<file path="src/rtl/snes_joypad_reader.sv">
`default_nettype none
// ============================================================================
//  Module   : snes_joypad_reader
//  Purpose  : Free-running SNES-style serial gamepad reader. It drives the
//             latch/clock waveform on the controller connector, shifts in 16
//             serial bits per frame and presents them as an active-high
//             16-bit button vector in the STE enhanced-joypad layout.
//  Revision : 1.0  initial release
// ----------------------------------------------------------------------------
//  Parameters
//    CLK_DIV      clk cycles per half bit period (>= 4)
//    POLL_CYCLES  clk cycles between frame starts (> 35*CLK_DIV)
//  Ports
//    clk          system clock
//    reset        asynchronous active-high reset
//    pad_latch_o  controller latch, active high
//    pad_clk_o    controller shift clock, idles high
//    pad_data_i   controller serial data, asynchronous, low = pressed
//    joy_o        button state, 1 = pressed, [15:12] always 0
//    valid_o      one-cycle strobe when joy_o has been updated
//    connected_o  pad-presence flag
//  Build option
//    SNES_DETECT_EN  when defined, frames whose four ID bits do not read
//                    high are rejected (joy_o cleared, connected_o low).
// ============================================================================
module snes_joypad_reader #(
    parameter int CLK_DIV     = 96,
    parameter int POLL_CYCLES = 32000
) (
    input  logic        clk,
    input  logic        reset,
    output logic        pad_latch_o,
    output logic        pad_clk_o,
    input  logic        pad_data_i,
    output logic [15:0] joy_o,
    output logic        valid_o,
    output logic        connected_o
);

    localparam int POLL_W = (POLL_CYCLES > 1) ? $clog2(POLL_CYCLES) : 1;
    localparam int TMR_W  = $clog2(4 * CLK_DIV);

    localparam logic [POLL_W-1:0] POLL_LAST  = POLL_W'(POLL_CYCLES - 1);
    localparam logic [TMR_W-1:0]  LATCH_LAST = TMR_W'(4 * CLK_DIV - 1);
    localparam logic [TMR_W-1:0]  HALF_LAST  = TMR_W'(CLK_DIV - 1);
    localparam logic [3:0]        LAST_PULSE = 4'd15;

    typedef enum logic [2:0] {
        S_IDLE   = 3'd0,
        S_LATCH  = 3'd1,
        S_SETTLE = 3'd2,
        S_SHIFT  = 3'd3,
        S_DONE   = 3'd4
    } state_t;

    state_t              state_q, state_d;
    logic [POLL_W-1:0]   poll_q;
    logic [TMR_W-1:0]    tmr_q, tmr_d;
    logic [3:0]          pulse_q, pulse_d;
    logic                phase_q, phase_d;     // 0 = pad_clk low half, 1 = high half
    logic [1:0]          sync_q;
    logic [15:0]         sr_q, sr_d;
    logic [15:0]         joy_q, joy_d;
    logic                valid_q;
    logic                conn_q, conn_d;
    logic                latch_q;
    logic                pclk_q;
    logic                w_wrap;
    logic                w_sample;
    logic [15:0]         w_mapped;

    // ------------------------------------------------------------------
    // Two-flop synchronizer on the asynchronous serial data line.
    // ------------------------------------------------------------------
    always_ff @(posedge clk or posedge reset) begin
        if (reset) begin
            sync_q <= 2'b11;
        end else begin
            sync_q <= {sync_q[0], pad_data_i};
        end
    end

    // ------------------------------------------------------------------
    // Free-running poll counter; the wrap to zero launches a frame.
    // ------------------------------------------------------------------
    assign w_wrap = (poll_q == POLL_LAST);

    always_ff @(posedge clk or posedge reset) begin
        if (reset) begin
            poll_q <= '0;
        end else if (w_wrap) begin
            poll_q <= '0;
        end else begin
            poll_q <= poll_q + 1'b1;
        end
    end

    // ------------------------------------------------------------------
    // Frame sequencer: next state and sample strobe.
    // ------------------------------------------------------------------
    always_comb begin
        state_d  = state_q;
        tmr_d    = tmr_q + 1'b1;
        pulse_d  = pulse_q;
        phase_d  = phase_q;
        w_sample = 1'b0;

        unique case (state_q)
            S_IDLE: begin
                tmr_d = '0;
                if (w_wrap) begin
                    state_d = S_LATCH;
                end
            end
            S_LATCH: begin
                if (tmr_q == LATCH_LAST) begin
                    tmr_d   = '0;
                    state_d = S_SETTLE;
                end
            end
            S_SETTLE: begin
                // Sample 0 (B) is already on the line once the latch drops.
                if (tmr_q == HALF_LAST) begin
                    w_sample = 1'b1;
                    tmr_d    = '0;
                    pulse_d  = 4'd1;
                    phase_d  = 1'b0;
                    state_d  = S_SHIFT;
                end
            end
            S_SHIFT: begin
                if (tmr_q == HALF_LAST) begin
                    tmr_d = '0;
                    if (!phase_q) begin
                        phase_d = 1'b1;
                    end else begin
                        // End of high half: the pad advanced on the rising
                        // edge, so the next bit has been stable for a while.
                        w_sample = 1'b1;
                        phase_d  = 1'b0;
                        if (pulse_q == LAST_PULSE) begin
                            state_d = S_DONE;
                        end else begin
                            pulse_d = pulse_q + 1'b1;
                        end
                    end
                end
            end
            S_DONE: begin
                tmr_d   = '0;
                state_d = S_IDLE;
            end
            default: begin
                tmr_d   = '0;
                state_d = S_IDLE;
            end
        endcase
    end

    // Samples arrive in serial order and are shifted in from the top, so
    // after 16 samples sample n sits at bit n (stored inverted: 1 = pressed).
    always_comb begin
        sr_d = sr_q;
        if (w_sample) begin
            sr_d = {~sync_q[1], sr_q[15:1]};
        end
    end

    // Serial order B,Y,Sel,Start,U,D,L,R,A,X,L,R reordered to the matrix layout.
    assign w_mapped = {4'b0000,
                       sr_q[11], sr_q[10], sr_q[1], sr_q[9],
                       sr_q[3],  sr_q[2],  sr_q[0], sr_q[8],
                       sr_q[4],  sr_q[5],  sr_q[6], sr_q[7]};

`ifdef SNES_DETECT_EN
    logic w_id_ok;
    // A real pad returns high on all four ID bits, stored as zeros.
    assign w_id_ok = (sr_q[15:12] == 4'b0000);

    always_comb begin
        joy_d  = joy_q;
        conn_d = conn_q;
        if (state_q == S_DONE) begin
            joy_d  = w_id_ok ? w_mapped : 16'h0000;
            conn_d = w_id_ok;
        end
    end
`else
    logic w_unused_id;
    assign w_unused_id = ^sr_q[15:12];

    always_comb begin
        joy_d  = joy_q;
        conn_d = conn_q;
        if (state_q == S_DONE) begin
            joy_d  = w_mapped;
            conn_d = 1'b1;
        end
    end
`endif

    // ------------------------------------------------------------------
    // State and output registers. Pad outputs are registered from the
    // next state so the connector lines never glitch on decode.
    // ------------------------------------------------------------------
    always_ff @(posedge clk or posedge reset) begin
        if (reset) begin
            state_q <= S_IDLE;
            tmr_q   <= '0;
            pulse_q <= '0;
            phase_q <= 1'b0;
            sr_q    <= '0;
            joy_q   <= '0;
            valid_q <= 1'b0;
            conn_q  <= 1'b0;
            latch_q <= 1'b0;
            pclk_q  <= 1'b1;
        end else begin
            state_q <= state_d;
            tmr_q   <= tmr_d;
            pulse_q <= pulse_d;
            phase_q <= phase_d;
            sr_q    <= sr_d;
            joy_q   <= joy_d;
            valid_q <= (state_q == S_DONE);
            conn_q  <= conn_d;
            latch_q <= (state_d == S_LATCH);
            pclk_q  <= !((state_d == S_SHIFT) && !phase_d);
        end
    end

    assign pad_latch_o = latch_q;
    assign pad_clk_o   = pclk_q;
    assign joy_o       = joy_q;
    assign valid_o     = valid_q;
    assign connected_o = conn_q;

endmodule
`default_nettype wire

</file>
<file path="config.mk">
export PLATFORM = sky130hd
export DESIGN_NAME = snes_joypad_reader
export DESIGN_NICKNAME = d
export VERILOG_FILES = /design/src/rtl/snes_joypad_reader.sv
export SDC_FILE = /design/constraint.sdc
export NUM_CORES = 1
export LEC_CHECK = 0
export CORE_MARGIN = 5
export CORE_UTILIZATION = 60
export DETAILED_ROUTE_END_ITERATION = 8
export DONT_BUFFER_PORTS = 1
export MAX_ROUTING_LAYER = met4
export PLACE_DENSITY = 0.79
export SYNTH_ARGS = -nofsm -noshare
export SYNTH_HDL_FRONTEND = slang
export SYNTH_SLANG_ARGS = --single-unit
</file>
<file path="constraint.sdc">
create_clock -name clk -period 2.5 [get_ports clk]
set_input_delay 0.5 -clock clk [delete_from_list [all_inputs] [get_ports clk]]
set_output_delay 0.5 -clock clk [all_outputs]
set_load 0.02 [all_outputs]
</file>
==> impl_results.md, run 1 <==
- Area share of the largest cell type after synthesis: a little over half
- Xor and xnor area share after synthesis: roughly 5.6%
- Main flop type after synthesis: sky130_fd_sc_hd__dfrtp_1
- Largest net degree at the start of global routing: 35
- Final total negative setup slack: 0 ns
- Share of synthesized area occupied by flip-flops and latches: 55.92%
- Number of synthesized register bits: 66
- Slowest stage delay, CP: 0.40 ns
- CTS tree: built
- Total GRT Usage: 17.50%
- Proportion of layout cells with a drive suffix above 1: 21.43%
- Adder-Cell Fraction of Synth Area: approximately 2.1%
- Final Power: around 0.002 W
- Biggest area consumer among synthesized cells: sky130_fd_sc_hd__dfrtp_1
- Compound-Gate Fraction of Synth Area: 4.480%
- Critical Path RT: 2.71 ns
- Chip width: 80.24 um
- Fin nets: around 260
- Routed Antenna Nets: 0
- Postcts setup bufs: 0
- # H-tree levels: 3
- Warnings from Yosys: 0
- Synthesis-to-layout area growth: 9.045%
- Fraction of the mapped netlist area in simple logic gates: 15.89%
- Data arrival time of the critical path: approximately 2.4 ns
- Cell count after synthesis: 242
- First-pass detailed-route iteration total: 4
- Number of design rule violations left after detail routing: 0
- Static leakage power: 1.537 nW
- Final period util: 87.08%
- Worst-case headroom to the max-slew limit: 58.45%
- CP bufs+invs: 1
- Antenna Diode Count: 0
- Kind of capture point of the worst setup path: flop
- Grt ovf: 0
- Initial detailed-routing violation count: a little under 70
- Initial antenna violation count: 0
- Die Ht: around 80 um
- Synth Area per Inst: around 12 sq um
- Die Outline Area: 6438 sq um
- Critical Path Start Type: flop
- Max FO, Critical Path: 15
- Number of instances resized during post-cts repair: 0
- Placement row count: 25
- Drt wl/cell: around 15 um
- Class of the worst hold path: in -> async
- Final weighted congestion in routability-driven placement: 0.8219
- Area occupied by registers: 1655 sq um
- Number of global-route vias before repair: between 1.5k and 2k
- Detailed placer's ending HPWL: 3.301 mm
- Final wirelength: 4.790 mm
- Top area cells in the synthesized netlist: sky130_fd_sc_hd__dfrtp_1 (53%), sky130_fd_sc_hd__mux2_2 (5.3%), sky130_fd_sc_hd__mux2_4 (5.1%)
- Power density cells: 630.1 nW/um^2
- Peak Freq: about 0.46 GHz
- Largest family of logic cells by synthesized area: simple AND/OR/NAND/NOR gates
- Clock Skew: around 0.011 ns
- Cell class contributing the biggest share of worst-path delay: simple AND/OR/NAND/NOR gates
- Crit path time final: 2.177 ns
- Post-detailed-route via-to-cell ratio: 5.596
- Cell Chain, Critical Path: ha_1 > and4_1 > nand2_1 > inv_1 > ha_1 > nand2_1 > o31ai_4 > nand2_4 > mux2_1
- Starting Density: 62.26%
- Number of buffers created by CTS: 9
- Worst-margin pin slew: 0.6232 ns
- Path type of the worst setup path: reg -> reg
- Clock transition at the register clock pins on the worst setup and hold paths after CTS: 0.07 ns
- Area of the multi-input gates: 1221 sq um
- Maximum root-to-sink buffer count: 2
- Library cell used as clock root buffer: sky130_fd_sc_hd__clkbuf_8
- Post-synthesis mux area share: 12.64%
- Async SR Flop Fraction: 100.0%
- Filler cell count: about 370
- Port Buffers: 0
- Cell area after technology mapping: roughly 3000 sq um
- Slowest stage cell, crit path: sky130_fd_sc_hd__dfrtp_1
- Final count of pins violating max slew: 0
- Post-synthesis cell type count: 46
- Source-to-sink clock delay at the later pin of the worst-skew pair: approximately 0.34 ns
- Peak ir drop on the vdd network: between 0.5 and 0.6 mV
- Clock sink total: between 60 and 70
- Global-route wire length before repair: 8.314 mm
- Count of endpoints failing setup in the final report: 0
- Count of boundary I/O pins: 23
- Hold violation count in the final report: 0
- Setup repair after global routing missed its margin: no
- Routed via count: 1785
- Post-cts hold buffer count: 0
- Maxcap violations: 0
- Run status: finished clean
- Number of flops mapped to enable cells by yosys: 0
- Placeable core region: 4755 sq um
worst register-to-register path: cells and delay by family (launching register included):
kind                       cells  cell delay [ns]
muxes                          1             0.36
DFF                            1             0.40
AOI/OAI and AO/OA              1             0.10
buffers and inverters          1             0.07
adders and majority gates      2             0.44
and+or+nand+nor                4             0.70
registers in the layout, indices dropped and copies added, names as in the netlist:
| register | count |
|---|---|
| valid_o | 1 |
| connected_o | 1 |
| pulse_q | 4 |
| pad_latch_o | 1 |
| tmr_q | 9 |
| state_q | 3 |
| pad_clk_o | 1 |
| sr_q | 16 |
| phase_q | 1 |
| poll_q | 15 |
| sync_q | 2 |
| joy_o | 12 |
logic make-up (layout without fill, tap and decap cells):
logic type / after synthesis / count (layout)
AND/OR/NAND/NOR: 84 / 84
flip-flops: 66 / 66
multiplexers: 30 / 30
XOR/XNOR: 19 / 19
buffers and inverters: 19 / 26
AO/OA/AOI/OAI: 18 / 18
adder cells (fa/ha/maj): 5 / 5
other: 1 / 4
layout make-up:
type | instances | share of cell area [%]
multi-input combinational | 160 | 37.83
clock buffer | 10 | 3.953
timing repair buffer | 5 | 1.163
clock inverter | 5 | 2.481
sequential | 66 | 51.28
inverter | 6 | 0.6977
tap | 67 | 2.597
worst paths after layout:
kind	start	endpoint	slack, ns	cells after the start
min reg2reg	sync_q[0]	sync_q[1]	0.37	0
min	reset	sr_q[9]	0.13	2
max reg2reg	tmr_q[0]	sr_q[11]	0.32	9
min in group clk	pad_data_i	sync_q[0]	0.16	0
max in group asynchronous	reset	pad_clk_o	2.04	2
max	tmr_q[0]	sr_q[11]	0.32	9
routing by layer:
layer / part of all wire, % / track usage (%)
met1: 45 / 19.72
met4: 0.61 / 5.912
met5: 0 / -
met3: 4.2 / 7.063
met2: 50 / 28.39
Yosys cell counts, drive strengths merged (3+ instances only):
cell type and instances:
a21oi 3, and2 3, and3 4, and4 4
buf 6, clkbuf 7, dfrtp 63, dfstp 3
ha 5, inv 6, mux2 29, nand2 10
nand3 11, nand4 8, nor2 23, nor2b 4
nor3 3, o21ai 4, o41ai 3, xnor2 8
xor2 11
cells in the final DEF (no fill, tap or decap), types with 8 or more instances in the layout:
cell type / synthesis / routed
sky130_fd_sc_hd__xnor2_1: 8 / 8
sky130_fd_sc_hd__nor2_1: 23 / 23
sky130_fd_sc_hd__nand4_1: 8 / 8
sky130_fd_sc_hd__mux2_4: 10 / 10
sky130_fd_sc_hd__xor2_1: 11 / 11
sky130_fd_sc_hd__mux2_2: 14 / 14
sky130_fd_sc_hd__clkbuf_8: 0 / 9
sky130_fd_sc_hd__nand2_1: 9 / 9
sky130_fd_sc_hd__nand3_1: 11 / 11
sky130_fd_sc_hd__dfrtp_1: 63 / 63
per-stage QoR:
stage	cell area, sq um	std cells	setup WS (ns)	util, %	hold WS (ns)
floorplan	2972	245	0.3253	-	0.3452
global placement	3020	304	0.3905	63.53	0.3624
detailed placement	3020	304	0.3192	63.53	0.3627
CTS	3228	319	0.3147	67.89	0.1298
global route	3228	319	0.1756	67.89	0.1329
finish	3228	319	0.3229	67.89	0.1318
report_power, final:
group	internal [W]	switching (W)	total, W
clock network	0.000554	0.000381	0.000935
logic	0.00000233	0.0000248	0.0000272
registers	0.00107	0.000000759	0.00107
Note: power is estimated with default switching activity, not from simulation.
==> run 2, diff against run 1 <==
- CAP_MARGIN: default -> 15
==> results of run 2 <==
No change in the layout: final DEF, timing and power equal those of run 1.
